$ cat src/rtl/lcd_pkg.sv
// Shared types and constants for the LCD write queue.
// INIT_SEQ is the power-up command sequence used when LCD_INIT_SEQ_EN is defined.
package lcd_pkg;

  typedef struct packed {
    logic       rs;
    logic [7:0] data;
  } lcd_entry_t;

  typedef enum logic [1:0] {IDLE, ISSUE, WAIT} drain_state_t;

  localparam int ST_EMPTY = 0;
  localparam int ST_FULL  = 1;
  localparam int ST_OVF   = 2;
  localparam int ST_BUSY  = 3;
  localparam int ST_LEVEL = 8;

  localparam int INIT_LEN = 4;
  localparam logic [7:0] INIT_SEQ [INIT_LEN] = '{8'h38, 8'h0C, 8'h01, 8'h06};

  function automatic lcd_entry_t init_entry(input int idx);
    lcd_entry_t e;
    e = '0;
    if (idx < INIT_LEN) e.data = INIT_SEQ[idx];
    return e;
  endfunction

endpackage

$ cat src/rtl/lcd_entry_fifo.sv
// Synchronous FIFO of {rs, byte} entries with level count and async reset.
// With LCD_INIT_SEQ_EN defined, reset leaves the LCD init commands preloaded.
module lcd_entry_fifo
  import lcd_pkg::*;
#(
  parameter int DEPTH = 16
) (
  input  logic                     ACLK,
  input  logic                     RESET,
  input  logic                     push,
  input  lcd_entry_t               push_entry,
  input  logic                     pop,
  output lcd_entry_t               head,
  output logic                     full,
  output logic                     empty,
  output logic [$clog2(DEPTH):0]   level
);

  localparam int PW = $clog2(DEPTH);
  localparam int LW = PW + 1;

`ifdef LCD_INIT_SEQ_EN
  localparam logic [PW-1:0] WR_RST  = PW'(INIT_LEN);
  localparam logic [LW-1:0] LVL_RST = LW'(INIT_LEN);
`else
  localparam logic [PW-1:0] WR_RST  = '0;
  localparam logic [LW-1:0] LVL_RST = '0;
`endif

  lcd_entry_t    mem [DEPTH];
  logic [PW-1:0] wr_ptr;
  logic [PW-1:0] rd_ptr;
  logic          push_en;
  logic          pop_en;

  assign full    = (level == LW'(DEPTH));
  assign empty   = (level == '0);
  assign pop_en  = pop && !empty;
  // A push into a full FIFO is only taken when a pop frees a slot in the same cycle
  assign push_en = push && (!full || pop_en);
  assign head    = mem[rd_ptr];

  always_ff @(posedge ACLK or posedge RESET) begin
    if (RESET) begin
      wr_ptr <= WR_RST;
      rd_ptr <= '0;
      level  <= LVL_RST;
    end else begin
      if (push_en) wr_ptr <= wr_ptr + 1'b1;
      if (pop_en)  rd_ptr <= rd_ptr + 1'b1;
      case ({push_en, pop_en})
        2'b10:   level <= level + 1'b1;
        2'b01:   level <= level - 1'b1;
        default: level <= level;
      endcase
    end
  end

`ifdef LCD_INIT_SEQ_EN
  always_ff @(posedge ACLK or posedge RESET) begin
    if (RESET) begin
      for (int i = 0; i < DEPTH; i++) mem[i] <= init_entry(i);
    end else if (push_en) begin
      mem[wr_ptr] <= push_entry;
    end
  end
`else
  always_ff @(posedge ACLK) begin
    if (push_en) mem[wr_ptr] <= push_entry;
  end
`endif

endmodule

$ cat src/rtl/lcd_write_queue.sv
// Memory-mapped write buffer feeding the LCD controller at a fixed strobe pitch.
// Optional feature: LCD_INIT_SEQ_EN preloads the LCD init sequence on reset.
//
// state | meaning
// IDLE  | waiting for a queued entry; pops the head into the output registers
// ISSUE | LCD_WRSTB_O high for this one cycle; gap counter loads
// WAIT  | gap counter runs down so strobes land exactly GAP_CYCLES apart
module lcd_write_queue
  import lcd_pkg::*;
#(
  parameter logic [31:0] BASEADDRESS = 32'h5000_0010,
  parameter logic [31:0] LCD_BASE    = 32'h5000_0000,
  parameter int          DEPTH       = 16,
  parameter int          GAP_CYCLES  = 100_100
) (
  input  logic        ACLK,
  input  logic        RESET,
  input  logic [31:0] DATA_I,
  input  logic [31:0] ADDR,
  input  logic        WRSTB,
  input  logic        RDSTB,
  output logic [31:0] DATA_O,
  output logic [31:0] LCD_DATA_O,
  output logic [31:0] LCD_ADDR_O,
  output logic        LCD_WRSTB_O
);

  localparam int LW = $clog2(DEPTH) + 1;
  localparam int CW = $clog2(GAP_CYCLES + 1);
  localparam logic [CW-1:0] GAP_LOAD = CW'(GAP_CYCLES - 2);

  drain_state_t  state;
  drain_state_t  state_nxt;
  logic [CW-1:0] gap_cnt;
  logic          push_rs;
  logic          push_req;
  logic          stat_rd;
  logic          ovf_set;
  logic          overflow;
  logic          pop;
  logic          full;
  logic          empty;
  logic [LW-1:0] level;
  lcd_entry_t    head;
  lcd_entry_t    push_entry;
  logic [31:0]   status;
  logic          unused_data_hi;

  assign unused_data_hi = ^DATA_I[31:8];

  assign push_rs    = (ADDR == BASEADDRESS + 32'd1);
  assign push_req   = WRSTB && ((ADDR == BASEADDRESS) || push_rs);
  assign stat_rd    = RDSTB && (ADDR == BASEADDRESS + 32'd2);
  assign ovf_set    = push_req && full && !pop;
  assign push_entry = '{rs: push_rs, data: DATA_I[7:0]};

  lcd_entry_fifo #(.DEPTH(DEPTH)) u_fifo (
    .ACLK       (ACLK),
    .RESET      (RESET),
    .push       (push_req),
    .push_entry (push_entry),
    .pop        (pop),
    .head       (head),
    .full       (full),
    .empty      (empty),
    .level      (level)
  );

  always_ff @(posedge ACLK or posedge RESET) begin
    if (RESET) state <= IDLE;
    else       state <= state_nxt;
  end

  always_comb begin
    state_nxt = state;
    pop       = 1'b0;
    unique case (state)
      IDLE: begin
        if (!empty) begin
          pop       = 1'b1;
          state_nxt = ISSUE;
        end
      end
      ISSUE:   state_nxt = WAIT;
      // Leaving on the last count keeps IDLE inside the GAP_CYCLES pitch
      WAIT:    if (gap_cnt <= CW'(1)) state_nxt = IDLE;
      default: state_nxt = IDLE;
    endcase
  end

  always_ff @(posedge ACLK or posedge RESET) begin
    if (RESET) begin
      gap_cnt <= '0;
    end else if (state == ISSUE) begin
      gap_cnt <= GAP_LOAD;
    end else if ((state == WAIT) && (gap_cnt != '0)) begin
      gap_cnt <= gap_cnt - 1'b1;
    end
  end

  always_ff @(posedge ACLK or posedge RESET) begin
    if (RESET) begin
      LCD_WRSTB_O <= 1'b0;
      LCD_ADDR_O  <= '0;
      LCD_DATA_O  <= '0;
    end else begin
      LCD_WRSTB_O <= pop;
      if (pop) begin
        LCD_ADDR_O <= LCD_BASE + {31'd0, head.rs};
        LCD_DATA_O <= {24'd0, head.data};
      end
    end
  end

  always_comb begin
    status                = '0;
    status[ST_EMPTY]      = empty;
    status[ST_FULL]       = full;
    status[ST_OVF]        = overflow;
    status[ST_BUSY]       = (state != IDLE);
    status[ST_LEVEL +: LW] = level;
  end

  always_ff @(posedge ACLK or posedge RESET) begin
    if (RESET) begin
      overflow <= 1'b0;
      DATA_O   <= '0;
    end else begin
      if (ovf_set)      overflow <= 1'b1;
      else if (stat_rd) overflow <= 1'b0;
      if (stat_rd) DATA_O <= status;
    end
  end

endmodule
$ cat config.mk
export PLATFORM = sky130hd
export DESIGN_NAME = lcd_write_queue
export DESIGN_NICKNAME = d
export VERILOG_FILES = /design/src/rtl/lcd_pkg.sv /design/src/rtl/lcd_entry_fifo.sv /design/src/rtl/lcd_write_queue.sv
export SDC_FILE = /design/constraint.sdc
export NUM_CORES = 1
export LEC_CHECK = 0
export BUFFER_PORTS_ARGS = -buffer_cell sky130_fd_sc_hd__clkbuf_2
export CAP_MARGIN = 25
export CORE_MARGIN = 2
export CORE_UTILIZATION = 30
export CTS_CLUSTER_DIAMETER = 40
export DETAILED_ROUTE_END_ITERATION = 10
export GPL_ROUTABILITY_DRIVEN = 0
export PLACE_DENSITY_LB_ADDON = 0.3
export SETUP_SLACK_MARGIN = 0.15
export SLEW_MARGIN = 20
export SYNTH_ARGS = -nofsm -noshare
export SYNTH_HDL_FRONTEND = slang
export SYNTH_SLANG_ARGS = --single-unit
$ cat constraint.sdc
create_clock -name ACLK -period 3 [get_ports ACLK]
set_input_delay 0.3 -clock ACLK [delete_from_list [all_inputs] [get_ports ACLK]]
set_output_delay 0.3 -clock ACLK [all_outputs]
set_load 0.02 [all_outputs]
==> results.json, run 1 <==
{
  "holdBufCountCts": 0,
  "wl_met2_um": 9350,
  "worstPathRequired_ns": 3.31,
  "cp_max_fo": 9,
  "post-cts-setup-buffers": 0,
  "cts_made_buffers": 17,
  "htree_levels": 4,
  "synth.most_common_cell": "edfxtp_1",
  "synth_cells": 600,
  "ys_types": 57,
  "yosysTopAreaCellShare": 0.485,
  "start_util": 0.303,
  "grt_max_degree": 38,
  "wl_met3_um": 682,
  "wl_um": 17800,
  "cap_violations": 0,
  "arrival_ns": 2.96,
  "drt_iter0_drc": 229,
  "pin_count": 165,
  "antenna_left": 0,
  "slew_headroom": 0.420,
  "cts_root_buffer": "clkbuf_16",
  "clk_path_buf_depth": 2,
  "setup_viol": 0,
  "crit_path_start_kind": "flip-flop",
  "utilization": 0.348,
  "die_h_um": 176,
  "ys_seq_elements": 197,
  "multi_input_area_sq_mm": 0.00282,
  "report.power.total_w": 0.00544,
  "max_freq_mhz": 377,
  "track_usage": 0.119,
  "power_leakage_nw": 3.71,
  "postSynthAreaPerCell_sq_um": 14.9,
  "synth_top_area_cell": "edfxtp_1",
  "ir_drop_v": 0.000337,
  "rsz0062_at_grt": "false",
  "area_growth_pct": 15.1,
  "synth-edff-count": 144,
  "antenna_found_initial": 0,
  "regArea_sq_mm": 0.00565,
  "path_clk_slew_ns": 0.07,
  "io_buffers": 64,
  "synth_top_cells_by_count": "144 x edfxtp_1, 77 x buf_4, 53 x dfrtp_1",
  "clock-skew-final_ns": 0.00988,
  "cts.sinks": 197,
  "overflow": 0,
  "wl_per_cell_um": 16.3,
  "grt_pass1_wl_um": 28000,
  "post-route-min-period_ns": 2.65,
  "cts.repair.resized": 0,
  "diodes": 0,
  "synthFlopType": "edfxtp_1",
  "detailed_place_hpwl_um": 11800,
  "tns_ns": 0,
  "nFillCells": 2875,
  "power_per_cell_area_mw_per_mm2": 530,
  "netlist_area_sq_mm": 0.00892,
  "drive_above_1_share": 0.303,
  "holdCritPathClass": "in -> async",
  "endpoint_kind": "flip-flop",
  "worst_skew_pair.late_latency_ns": 0.44,
  "cts_tree": "yes",
  "drt_pre_antenna_iters": 4,
  "highest_layer": "met4",
  "fin_crit_sh": 0.883,
  "rows": 63,
  "dieArea_sq_mm": 0.0311,
  "via_count": 5027,
  "crit_type": "reg -> reg",
  "grt_pass1_vias": 5001,
  "dieWidth_um": 176,
  "max_slew.worst_pin.slew_ns": 0.869,
  "ys_warn_count": 0,
  "yosysSeqAreaShare": 0.633,
  "viasPerCell": 4.60,
  "finalHoldViolCount": 0,
  "maxSlewViolCount": 0,
  "outcome": "finished clean",
  "async_reset_ff_frac": 0.269,
  "met1_length_um": 7570,
  "synth_area_leaders": "edfxtp_1 48%, dfrtp_1 15%, mux4_2 9.1%",
  "core_sq_mm": 0.0295,
  "drc": 0,
  "nets": 767
}
==> worst max-delay path, cell delays in order, from the launching register on <==
cell and delay, ns:
dfrtp_1 0.46, or4_1 0.57, buf_4 0.19, o21a_1 0.23
ha_4 0.22, xor2_1 0.16, ha_2 0.18, a21oi_1 0.15
xor2_1 0.17, nor2_1 0.06, xor2_1 0.14
==> power breakdown <==
group          internal [W]     switching (W)  total (W)  leakage, nW
sequential          0.00292  0.00000000000406    0.00292         1.95
clock               0.00134           0.00103    0.00237        0.308
combinational     0.0000231          0.000132   0.000155         1.46
==> cell type report <==
type / instances / share of cell area
Clock buffer: 17 / 0.0414
Clock inverter: 15 / 0.0189
Inverter: 20 / 0.00731
Multi-Input combinational cell: 351 / 0.274
Sequential cell: 197 / 0.550
Tap cell: 390 / 0.0475
Timing Repair Buffer: 102 / 0.0602
==> worst paths after layout <==
check / endpoint / from / cells after the start / slack [ns]
max: u_fifo.level[2] / u_fifo.level[0] / 10 / 0.35
min: gap_cnt[16] / RESET / 2 / 0.04
max reg2reg: u_fifo.level[2] / u_fifo.level[0] / 10 / 0.35
min reg2reg: DATA_O[10] / DATA_O[10] / 1 / 0.51
max in group asynchronous: DATA_O[1] / RESET / 3 / 2.20
min in group ACLK: overflow / ADDR[1] / 4 / 0.25
==> cell usage in the layout (no fill, tap or decap), drive strengths merged, types with 3 or more instances in the layout <==
master  instances
or4            10
clkinv          8
nand2          16
bufinv          3
o22ai          21
ha             10
clkbuf         81
o211ai          6
nor2b           3
a21oi          14
xnor2           6
mux2           20
nand4           7
a22oi           3
nor2           16
conb           76
buf            38
or2             7
edfxtp        144
or3             3
nor4           14
nand3b          3
nor4b           3
o21ai          12
or4b            3
mux4           36
inv            24
nand3           6
dfrtp          53
o31ai           5
xor2            7
nor3           19
==> through the flow <==
| stage | hold WS, ns | setup WS, ns | cell area [sq um] | cells |
|---|---|---|---|---|
| 2_1_floorplan | 0.399 | 0.0645 | 9280 | 675 |
| 3_3_place_gp | 0.480 | 0.239 | 9640 | 1058 |
| 3_5_place_dp | 0.496 | 0.242 | 9640 | 1058 |
| 4_1_cts | 0.0665 | 0.254 | 10300 | 1090 |
| 5_1_grt | 0.0995 | 0.187 | 10300 | 1092 |
| 6_report | 0.0355 | 0.350 | 10300 | 1092 |
==> registers in the layout (all words and copies together) (netlist names) <==
signal         count
u_fifo.mem       144
gap_cnt           17
DATA_O             9
LCD_DATA_O         8
u_fifo.level       5
u_fifo.rd_ptr      4
u_fifo.wr_ptr      4
LCD_ADDR_O         2
state              2
LCD_WRSTB_O        1
overflow           1
==> cells by family after synthesis <==
family / share of synthesized area
DFF: 0.633
and+or+nand+nor: 0.0755
adders and majority gates: 0.0140
other: 0.000420
AOI/OAI and AO/OA: 0.0585
muxes: 0.117
xor gates and xnor gates: 0.0128
buffers and inverters: 0.0881
==> routing by layer <==
layer	track usage	up-vias
li1	-	2342
met3	0.0241	13
met5	0	-
met2	0.212	141
met1	0.144	2531
met4	0.0406	0
Power figures use the tool's default switching activity.
==> run 2, diff against run 1 <==
Settings changed: BUFFER_PORTS_ARGS -buffer_cell sky130_fd_sc_hd__clkbuf_2 to -buffer_cell sky130_fd_sc_hd__buf_2, CORE_UTILIZATION 30 to 40, GPL_ROUTABILITY_DRIVEN 0 to not set.
==> run 2 against run 1 <==
Compared with the run above: clock power fell by 4%; critical path type unchanged; final area fell by 1.7%; die area fell by 24%; register-to-register slack got worse by 0.06 ns; largest cell class unchanged; critical endpoint is now u_fifo.level[4]; non-clock buffer count fell by 3; total power fell by 1.7%; critical path depth did not move.
==> results.json, run 2 (same netlist as run 1, synthesis figures left out) <==
{
  "outcome": "finished clean",
  "viasPerCell": 5.27,
  "endpoint_kind": "flip-flop",
  "utilization": 0.463,
  "track_usage": 0.157,
  "crit_type": "reg -> reg",
  "rows": 54,
  "crit_path_start_kind": "flip-flop",
  "setup_viol": 0,
  "clock-skew-final_ns": 0.0126,
  "cap_violations": 0,
  "ir_drop_v": 0.000330,
  "worstPathRequired_ns": 3.37,
  "post-cts-setup-buffers": 0,
  "cts_tree": "yes",
  "overflow": 0,
  "core_sq_mm": 0.0218,
  "tns_ns": 0,
  "cpPeakStageDelay_ns": 0.57,
  "area_growth_pct": 13.2,
  "slew_headroom": 0.464,
  "finalHoldViolCount": 0,
  "maxSlewViolCount": 0,
  "crit_path_cell_trace": "or4_4 -> buf_4 -> o21a_1 -> ha_4 -> xor2_2 -> ha_2 -> and3b_1 -> o21ai_1 -> a31oi_1 -> xnor2_1",
  "cp_slowest_cell": "or4_4",
  "max_freq_mhz": 368,
  "top_register": "u_fifo.mem",
  "via_count": 5160,
  "worst_skew_pair.late_latency_ns": 0.44,
  "post-route-min-period_ns": 2.71,
  "power_per_cell_area_mw_per_mm2": 530,
  "dieArea_sq_mm": 0.0235,
  "power_leakage_nw": 3.68,
  "cp_max_fo": 9,
  "die_h_um": 153,
  "drt_pre_antenna_iters": 5,
  "drive_above_1_share": 0.306,
  "nets": 764,
  "pin_count": 165,
  "wl_um": 18200,
  "antenna_found_initial": 0,
  "fin_crit_sh": 0.905,
  "report.power.total_w": 0.00535,
  "cts.sinks": 197,
  "drt_iter0_drc": 316,
  "regToRegSetupSlack_ns": 0.29,
  "cts_root_buffer": "clkbuf_16",
  "holdCritPathClass": "in -> async",
  "gp_congestion": 0.793,
  "arrival_ns": 3.08,
  "rsz0062_at_grt": "false",
  "detailed_place_hpwl_um": 11800,
  "final_common_cell": "edfxtp_1",
  "path_clk_slew_ns": 0.08,
  "drc": 0,
  "grt_max_degree": 38,
  "wl_per_cell_um": 18.6,
  "dieWidth_um": 153,
  "reg.largest.list": "u_fifo.mem (144), gap_cnt (17), DATA_O (9)",
  "grt_pass1_vias": 5172,
  "antenna_left": 0,
  "htree_levels": 4,
  "start_util": 0.409,
  "max_slew.worst_pin.slew_ns": 0.803,
  "io_buffers": 64,
  "holdBufCountCts": 0,
  "final_cell_mix": "144 x edfxtp_1, 76 x conb_1, 64 x buf_2, 51 x dfrtp_1, 36 x mux4_2",
  "diodes": 0,
  "largest_reg_flops": 144,
  "clk_path_buf_depth": 2,
  "grt_pass1_wl_um": 28100,
  "cts_made_buffers": 17
}
-- run 2: cell types whose count changed in the layout (fill, tap and decap cells not counted), moves of 2 or more --
cell / change
buf_2: +64
buf_4: -2
bufinv_16: -3
clkbuf_2: -64
clkinv_2: -2
clkinv_8: +2
inv_12: +2
inv_8: +2
-- run 2: worst paths after layout --
| check | startpoint | endpoint | cells past startpoint |
|---|---|---|---|
| worst max-delay path | u_fifo.level[3] | u_fifo.level[4] | 10 |
| worst min-delay path | RESET | gap_cnt[13] | 2 |
| worst max register to register | u_fifo.level[3] | u_fifo.level[4] | 10 |
| worst min register to register | LCD_ADDR_O[28] | LCD_ADDR_O[28] | 1 |
| max in group asynchronous | RESET | LCD_DATA_O[1] | 3 |
| min in group ACLK | DATA_I[3] | u_fifo.mem[12][3] | 1 |
-- run 2: cell type report --
type,count,area (sq um)
clock buffer,17,425
fill,1908,11700
inverter,20,75.1
tap,280,350
clock inverter,15,173
sequential,197,5650
timing repair buffer,99,583
multi-input combinational,351,2830
-- run 2: critical path, delay by kind of cell (launching register included) --
family          cells  cell delay, ns
xor+xnor            2            0.32
compound gates      3            0.51
fa+ha+maj           2            0.44
simple gates        2            0.74
buf+inv             1            0.17
flops               1            0.46
-- run 2: per-layer routing --
metal	GRT usage	wire (um)
met1	0.206	7790
met2	0.264	9220
met3	0.0363	978
met4	0.0398	180
met5	0	0
-- run 2: power by group --
group          internal, W     switching [W]  leakage, nW  total, W
clock              0.00113           0.00114        0.294   0.00228
sequential         0.00292  0.00000000000528         1.95   0.00292
combinational    0.0000241          0.000133         1.44  0.000157
-- run 2: through the flow --
step	setup slack, ns	instance area, sq um	instances	hold slack (ns)
3_3_place_gp	0.248	9480	947	0.465
2_1_floorplan	0.0645	9280	675	0.399
3_5_place_dp	0.173	9480	947	0.482
4_1_cts	0.160	10100	979	0.0234
5_1_grt	0.183	10100	979	0.0662
6_report	0.285	10100	979	0.00350
-- run 2: what timing repair did --
item | in CTS | in global routing
pin swaps | 0 | 1
gates resized for setup | 1 | 3
endpoints found under the setup margin | 1 | 2
